File: config.mk
export PLATFORM = sky130hd
export DESIGN_NAME = instr_issuer
export DESIGN_NICKNAME = d
export VERILOG_FILES = /design/src/rtl/instr_issuer_pkg.sv /design/src/rtl/instr_issuer_prog_mem.sv /design/src/rtl/instr_issuer.sv
export SDC_FILE = /design/constraint.sdc
export NUM_CORES = 1
export LEC_CHECK = 0
export ABC_CLOCK_PERIOD_IN_PS = 5660
export BUFFER_PORTS_ARGS = -buffer_cell sky130_fd_sc_hd__buf_2
export CORE_MARGIN = 2
export CORE_UTILIZATION = 60
export DETAILED_ROUTE_END_ITERATION = 16
export GPL_TIMING_DRIVEN = 0
export MAX_ROUTING_LAYER = met4
export PLACE_DENSITY = 0.79
export SETUP_SLACK_MARGIN = 0.02
export SLEW_MARGIN = 20
export SYNTH_ARGS = -nofsm -noshare
export SYNTH_HDL_FRONTEND = slang
export SYNTH_SLANG_ARGS = --single-unit
export TNS_END_PERCENT = 100
File: constraint.sdc
create_clock -name clock -period 5.66 [get_ports clock]
set_input_delay 0.849 -clock clock [delete_from_list [all_inputs] [get_ports clock]]
set_output_delay 0.849 -clock clock [all_outputs]
set_load 0.01 [all_outputs]
File: src/rtl/instr_issuer_pkg.sv
// Shared definitions for the instruction issuer: word width, opcode field
// position and the controller state encoding.
package instr_issuer_pkg;

  localparam int WORD_W  = 16;
  localparam int OPC_MSB = 15;
  localparam int OPC_LSB = 13;
  localparam int OPC_W   = OPC_MSB - OPC_LSB + 1;

  typedef logic [WORD_W-1:0] word_t;

  typedef enum logic [2:0] {
    ST_IDLE  = 3'd0,
    ST_ISSUE = 3'd1,
    ST_WAIT  = 3'd2,
    ST_DONE  = 3'd3,
    ST_ERROR = 3'd4
  } state_e;

  // Extract the opcode field of an instruction word.
  function automatic logic [OPC_W-1:0] opcode_of(input word_t w);
    return w[OPC_MSB:OPC_LSB];
  endfunction

  // Even parity over an instruction word.
  function automatic logic parity_of(input word_t w);
    return ^w;
  endfunction

endpackage

File: src/rtl/instr_issuer_prog_mem.sv
// Program memory: synchronous write port, asynchronous read port.
// Contents are deliberately not reset.
module prog_mem
  import instr_issuer_pkg::*;
#(
  parameter int DEPTH = 16,
  parameter int AW    = $clog2(DEPTH)
) (
  input  logic          clock,
  input  logic          we,
  input  logic [AW-1:0] waddr,
  input  word_t         wdata,
  input  logic [AW-1:0] raddr,
  output word_t         rdata
);

  word_t mem_r [DEPTH];

  // Write one instruction word on the rising edge when enabled.
  always_ff @(posedge clock) begin
    if (we) begin
      mem_r[waddr] <= wdata;
    end
  end

  assign rdata = mem_r[raddr];

endmodule

File: src/rtl/instr_issuer.sv
// Instruction issuer: streams a loaded program to a processor one word at a
// time, waiting for a done handshake per word, with a per-word timeout.
module instr_issuer
  import instr_issuer_pkg::*;
#(
  parameter int DEPTH   = 16,
  parameter int TIMEOUT = 15
) (
  input  logic                    clock,
  input  logic                    resetn,
  input  logic                    load_en,
  input  logic [$clog2(DEPTH)-1:0] load_addr,
  input  logic [WORD_W-1:0]       load_data,
  input  logic [$clog2(DEPTH):0]  prog_len,
  input  logic                    start,
  input  logic                    done,
  input  logic [WORD_W-1:0]       bus,
  output logic [WORD_W-1:0]       iin,
  output logic                    run,
  output logic                    busy,
  output logic                    finished,
  output logic                    error,
  output logic [WORD_W-1:0]       result,
  output logic [$clog2(DEPTH):0]  count
);

  localparam int AW = $clog2(DEPTH);
  localparam int CW = AW + 1;
  localparam int TW = $clog2(TIMEOUT + 1);
  localparam logic [CW-1:0] DEPTH_V   = CW'(DEPTH);
  localparam logic [TW-1:0] TIMEOUT_V = TW'(TIMEOUT);

  state_e         state_r;
  state_e         state_s;
  logic [AW-1:0]  pc_r;
  logic [CW-1:0]  len_r;
  logic [CW-1:0]  count_r;
  logic [TW-1:0]  timer_r;
  word_t          iin_r;
  word_t          result_r;
  logic           run_r;
  logic           busy_r;
  logic           finished_r;
  logic           error_r;

  word_t          mem_rdata_s;
  logic           start_ok_s;
  logic [CW-1:0]  len_clamp_s;
  logic [CW-1:0]  count_inc_s;
  logic [TW-1:0]  timer_inc_s;
  logic           mem_we_s;

  // Writes are only allowed while no program is in flight.
  assign mem_we_s = load_en & ~busy_r;

  prog_mem #(
    .DEPTH (DEPTH),
    .AW    (AW)
  ) u_prog_mem (
    .clock (clock),
    .we    (mem_we_s),
    .waddr (load_addr),
    .wdata (load_data),
    .raddr (pc_r),
    .rdata (mem_rdata_s)
  );

  // Start qualification, length clamp and increment helpers.
  always_comb begin
    start_ok_s  = 1'b0;
    len_clamp_s = prog_len;
    count_inc_s = count_r + 1'b1;
    timer_inc_s = timer_r + 1'b1;
    if (start && ((state_r == ST_IDLE) || (state_r == ST_DONE) || (state_r == ST_ERROR))) begin
      start_ok_s = 1'b1;
    end else begin
      start_ok_s = 1'b0;
    end
    if (prog_len > DEPTH_V) begin
      len_clamp_s = DEPTH_V;
    end else begin
      len_clamp_s = prog_len;
    end
  end

  // Next-state logic for the issue controller.
  always_comb begin
    state_s = state_r;
    case (state_r)
      ST_IDLE, ST_DONE, ST_ERROR: begin
        if (start_ok_s) begin
          if (len_clamp_s == {CW{1'b0}}) begin
            state_s = ST_DONE;
          end else begin
            state_s = ST_ISSUE;
          end
        end else begin
          state_s = state_r;
        end
      end
      ST_ISSUE: begin
        state_s = ST_WAIT;
      end
      ST_WAIT: begin
        if (done) begin
          if (count_inc_s == len_r) begin
            state_s = ST_DONE;
          end else begin
            state_s = ST_ISSUE;
          end
        end else if (timer_inc_s == TIMEOUT_V) begin
          state_s = ST_ERROR;
        end else begin
          state_s = ST_WAIT;
        end
      end
      default: begin
        state_s = ST_IDLE;
      end
    endcase
  end

  // State register and registered status flags derived from the next state.
  always_ff @(posedge clock or negedge resetn) begin
    if (!resetn) begin
      state_r    <= ST_IDLE;
      run_r      <= 1'b0;
      busy_r     <= 1'b0;
      finished_r <= 1'b0;
      error_r    <= 1'b0;
    end else begin
      state_r    <= state_s;
      run_r      <= (state_r == ST_ISSUE);
      busy_r     <= (state_s == ST_ISSUE) || (state_s == ST_WAIT);
      finished_r <= (state_s == ST_DONE);
      error_r    <= (state_s == ST_ERROR);
    end
  end

  // Program counter, length, completion count and wait timer.
  always_ff @(posedge clock or negedge resetn) begin
    if (!resetn) begin
      pc_r    <= {AW{1'b0}};
      len_r   <= {CW{1'b0}};
      count_r <= {CW{1'b0}};
      timer_r <= {TW{1'b0}};
    end else if (start_ok_s) begin
      pc_r    <= {AW{1'b0}};
      len_r   <= len_clamp_s;
      count_r <= {CW{1'b0}};
      timer_r <= {TW{1'b0}};
    end else if (state_r == ST_ISSUE) begin
      timer_r <= {TW{1'b0}};
    end else if (state_r == ST_WAIT) begin
      if (done) begin
        pc_r    <= pc_r + 1'b1;
        count_r <= count_inc_s;
        timer_r <= {TW{1'b0}};
      end else if (timer_r != TIMEOUT_V) begin
        timer_r <= timer_inc_s;
      end
    end
  end

  // Instruction word to the processor and the captured bus result.
  always_ff @(posedge clock or negedge resetn) begin
    if (!resetn) begin
      iin_r    <= {WORD_W{1'b0}};
      result_r <= {WORD_W{1'b0}};
    end else begin
      if (state_r == ST_ISSUE) begin
        iin_r <= mem_rdata_s;
      end
      if ((state_r == ST_WAIT) && done) begin
        result_r <= bus;
      end
    end
  end

  assign iin      = iin_r;
  assign run      = run_r;
  assign busy     = busy_r;
  assign finished = finished_r;
  assign error    = error_r;
  assign result   = result_r;
  assign count    = count_r;

endmodule

* After elaboration in Yosys (flattened, before gate mapping) *
Memory sizes are Yosys's and may differ from the RTL's. A register that Yosys moved wholly into a read port is not among the register bits.
Index checks and enable logic that the tools add are counted.

word-level totals
  memories kept = 1
  flip-flop bits (word level) = 41
  output and inout port bits = 41
  input bits = 46
  word-level logic and storage cells = 67
  bits in writable memories = 256

operators by class
  add/subtract/negate cells = 3
  reductions and logical operators = 15
  eq/ne operators = 12
  bitwise operators = 2
  order comparisons = 1
  mux-type cells = 23

memories
  name              depth  width  rd ports  clocked after memory_dff  write ports  line                         text
  u_prog_mem.mem_r  16     16     1         1                         1            instr_issuer_prog_mem.sv:17  word_t mem_r [DEPTH];

operators with widths
  kind                   count
  $mux W4                9
  $mux W5                5
  $eq A3 B2 Y1 const B   4
  $mux W3                3
  $pmux W3 S3            1
  $add A4 B1 Y4 const B  2
  $eq A3 B1 Y1 const B   2
  $eq A3 B3 Y1 const B   2
  $add A5 B1 Y5 const B  1
  $eq A5 B5 Y1           1
  $gt A5 B5 Y1 const B   1
  $logic_not A5 Y1       1
  $eq A4 B4 Y1 const B   1
  $mux W2                2
  $ne A4 B4 Y1 const B   1
  $reduce_bool A2 Y1     2
  $reduce_bool A4 Y1     1
  $logic_not A3 Y1       1
  $logic_or A1 B1 Y1     3
  $mux W1                3
  $reduce_and A3 Y1      1
  $reduce_bool A3 Y1     1
  $reduce_or A3 Y1       1
  $logic_and A1 B1 Y1    2
  5 further kinds        5

* Depth between registers and ports, before layout *
  depth after elaboration = 9
  gate-level depth with buffers = 6
  mapped depth without buffers = 6

* Hierarchy *
Synthesis repeated with hierarchy kept, for this count alone.

second synthesis, totals
  cells, all modules = 651
  area total of the unflattened synthesis = 12219.2 µm²

modules (own cells, without submodules)
  module        times used  area each (µm²)  cells each  sequential area each (µm²)
  prog_mem      1           9723.1           416         7687.4
  instr_issuer  1           2496.1           235         1426.4

* Least setup slack after synthesis *
OpenSTA, ideal clock, no wires.

  path kind = input port to flip-flop
  from = input load_en
  to = memory u_prog_mem.mem_r[4][0] in the netlist's numbering, enable pin
  arrival time = 2.537 ns
  data required time = 5.251 ns
  setup slack = 2.714 ns
  path buffers = 0
  stages on the path = 3
  setup time = 0.409 ns
  cell sequence = nand2b_1 > or3b_2 > nor3_1

between the ends
  cells in the longest elaborated chain, start to end = 3

RTL lines
  what                           line                         text
  from (decl)                    instr_issuer.sv:11           input logic load_en,
  $and A1 B1 Y1                  instr_issuer.sv:54           assign mem_we_s = load_en & ~busy_r;
  $mux W1                        instr_issuer_prog_mem.sv:21  if (we) begin
  $mux W1 (not written as such)  instr_issuer_prog_mem.sv:22  mem_r[waddr] <= wdata;
  to (decl)                      instr_issuer_prog_mem.sv:17

Every way passes these cells.

==> qor.txt <==
headroom to the max-slew limit - 41.4%
Post-synth EDFFs - 256
Clk Latency, worst-skew pair - 0.55 ns
die height - 147 um
CP endpoint kind - flip-flop
die area - 21700 sq um
# clock sinks - 313
Setup TNS Final - 0 ns
Final ANT Viol Nets - 0
grt ovf - 0
largest area contributor in the netlist - edfxtp_1
first-pass GRT wire length - 39400 um
H-tree depth - 1
worst path arrival time - 2.84 ns
vias in the first global route - 6906
worst clock skew - 0.0209 ns
setup bufs post-CTS - 0
crit start category - flip-flop
setup violators final - 0
layout cell share with drive strength beyond 1 - 29.7%
syn avg cell area - 18.7 sq um
CTS buffer count - 30
Initial Util - 61.0%
Yosys top cell area share - 62.5%
total of max-cap violations - 0
number of nets in the layout - 844
critical path's top delay family - buffers and inverters
Synth cell types - 45
Crit path largest cell delay - 0.59 ns
crit path cell chain - buf_2 > buf_1 > mux4_2 > a221oi_2 > o21ai_1
status - finished, final reports clean
Hold WC Path Type - in -> async
CTS tree - done
Pre-Repair DR Iteration Count - 5
Final period util - 43.0%
Slowest-stage cell, CP - buf_1
Pwr Density - 435 nW/um^2
clock-pin slew on the worst setup and hold paths - 0.06 ns
num rows - 52
Routed WL per cell - 23.5 um
Max IR drop VDD - 0.314 mV
Critical Path RT - 6.07 ns
port bufs - 85
Post-synth ARST share - 18.2%
Final HPWL DP - 17100 um
largest net degree at the start of global routing - 58
post-CTS sizing - 0
Bufs and invs on worst path - 2
Vias/cell - 6.09
Tmin final - 2.43 ns
Cells after Synth - 658
register bit total from synthesis - 313
chip width - 147 um
top post-synthesis cells by area - edfxtp_1, dfrtp_1, mux4_2
crit path max fanout - 10
pre-CTS setup slack - 2.97 ns
drt total wl - 25600 um
Max Slew Vio Count - 0
slack of the critical path - 3.23 ns
Max Root-Sink Buffers - 3
Iteration-0 DRC Markers - 655
Crit Path Class - reg -> reg
gr usage total - 25.0%
vias post-DR - 6635
Leak - 5.12 nW
DRC viols - 0
Core Area - 20200 sq um
Post-Syn Area - 12300 sq um
Area Overhead vs Synth - 16.4%
unrepaired setup endpoints after global routing - false
sequential area share after synthesis - 74.1%
Max Fclk - 411 MHz
clock tree root buffer cell - clkbuf_16
antenna violations before repair - 1
Slew @ Worst Pin - 0.874 ns
synth warn - 0
gpl congestion - 0.877
Post-Syn Nets - 708
Hold-fix buffers, CTS - 0
final hold violations - 0
ys flop type - edfxtp_1
Ports - 87
final cells by class:
type                       count  area, sq um
buffer                        32          203
tap                          270          338
inverter                       4         15.0
clock buffer                  39          785
multi-input combinational    309         3010
sequential                   313         9110
timing repair buffer         104          653
fill                        1209         5860
antenna                        2         5.00
clock inverter                17          186
metal layers:
layer / vias to the layer above / GRT usage (%) / wire (um)
met4: 0 / 5.82 / 548
met3: 50 / 6.06 / 2400
met1: 3368 / 33.4 / 10100
met5: - / - / 0
met2: 325 / 40.1 / 12600
li1: 2892 / - / -
Yosys cell counts, types with 7 or more instances:
cell,number
nand2_1,82
nand3_1,9
clkbuf_1,13
mux4_1,12
nor2_1,24
a221oi_2,12
mux4_2,52
buf_2,7
xnor2_1,7
nand2b_1,10
edfxtp_1,256
o21ai_0,12
o21ai_1,17
dfrtp_1,57
a22o_1,17
state kept, by name, summed over array words and instances, names as in the netlist:
signal            flops
busy                  1
iin                  16
result               16
timer_r               4
error                 1
pc_r                  4
len_r                 5
state_r               3
count                 5
u_prog_mem.mem_r    256
finished              1
run                   1
layout by cell type, fill, tap and decap left out, types with 3 or more instances in the layout:
cell | synthesis | layout
ha_1 | 4 | 4
buf_6 | 3 | 9
nand2_1 | 82 | 82
and2_1 | 6 | 6
a21oi_1 | 3 | 3
clkinv_2 | 0 | 4
xnor2_1 | 7 | 7
clkbuf_1 | 13 | 22
inv_1 | 4 | 4
o21ai_0 | 12 | 12
a221oi_2 | 12 | 12
mux4_2 | 52 | 52
o21ai_1 | 17 | 17
nor3_2 | 0 | 4
a22o_1 | 17 | 17
nor2b_1 | 5 | 5
nand2b_1 | 10 | 10
clkinv_1 | 0 | 8
a221oi_1 | 4 | 4
buf_4 | 2 | 8
nor2_1 | 24 | 12
nand3_1 | 9 | 9
clkbuf_16 | 0 | 30
xor2_1 | 5 | 5
buf_1 | 4 | 4
dfrtp_1 | 57 | 57
mux4_1 | 12 | 12
bufinv_16 | 0 | 4
buf_8 | 1 | 9
edfxtp_1 | 256 | 256
buf_2 | 7 | 91
nor2_2 | 0 | 12
power by group:
part / switching [mW] / internal (mW)
combinational: 0.780 / 0.670
sequential: 0.125 / 2.69
clock: 0.800 / 1.16
total: 1.70 / 4.52
worst paths after layout:
check / endpoint / from / slack [ns] / cells after the start
hold / removal: state_r[0] / resetn / 0.36 / 1
min in group clock: result[13] / result[13] / 0.47 / 2
setup reg to reg: iin[12] / pc_r[1] / 3.23 / 5
max in group asynchronous: result[9] / resetn / 4.83 / 1
setup / recovery: iin[12] / pc_r[1] / 3.23 / 5
hold reg to reg: result[13] / result[13] / 0.47 / 2
kinds of logic (layout without fill, tap and decap cells):
logic type,Yosys count,in the layout,share of synthesized area (%)
AOI/OAI and AO/OA,72,72,4.73
xor gates and xnor gates,13,13,1.05
adders and majority gates,4,4,0.407
buffers and inverters,36,196,1.77
DFF,313,313,74.1
muxes,67,67,12.4
other,0,2,0
and+or+nand+nor,153,153,5.57
through the flow:
| stage | hold WS (ns) | utilization [%] | cell area, sq um | std cells | power (mW) |
|---|---|---|---|---|---|
| after floorplan | 0.469 | - | 12300 | 658 | 3.84 |
| after global placement | 0.454 | 64.7 | 13100 | 1013 | 4.25 |
| after detailed placement | 0.460 | 66.1 | 13300 | 1032 | 4.32 |
| after CTS | 0.376 | 70.9 | 14300 | 1088 | 6.26 |
| after global routing | 0.407 | 70.9 | 14300 | 1089 | 6.49 |
| final | 0.358 | 71.0 | 14300 | 1090 | 6.22 |
Power figures use the tool's default switching activity.
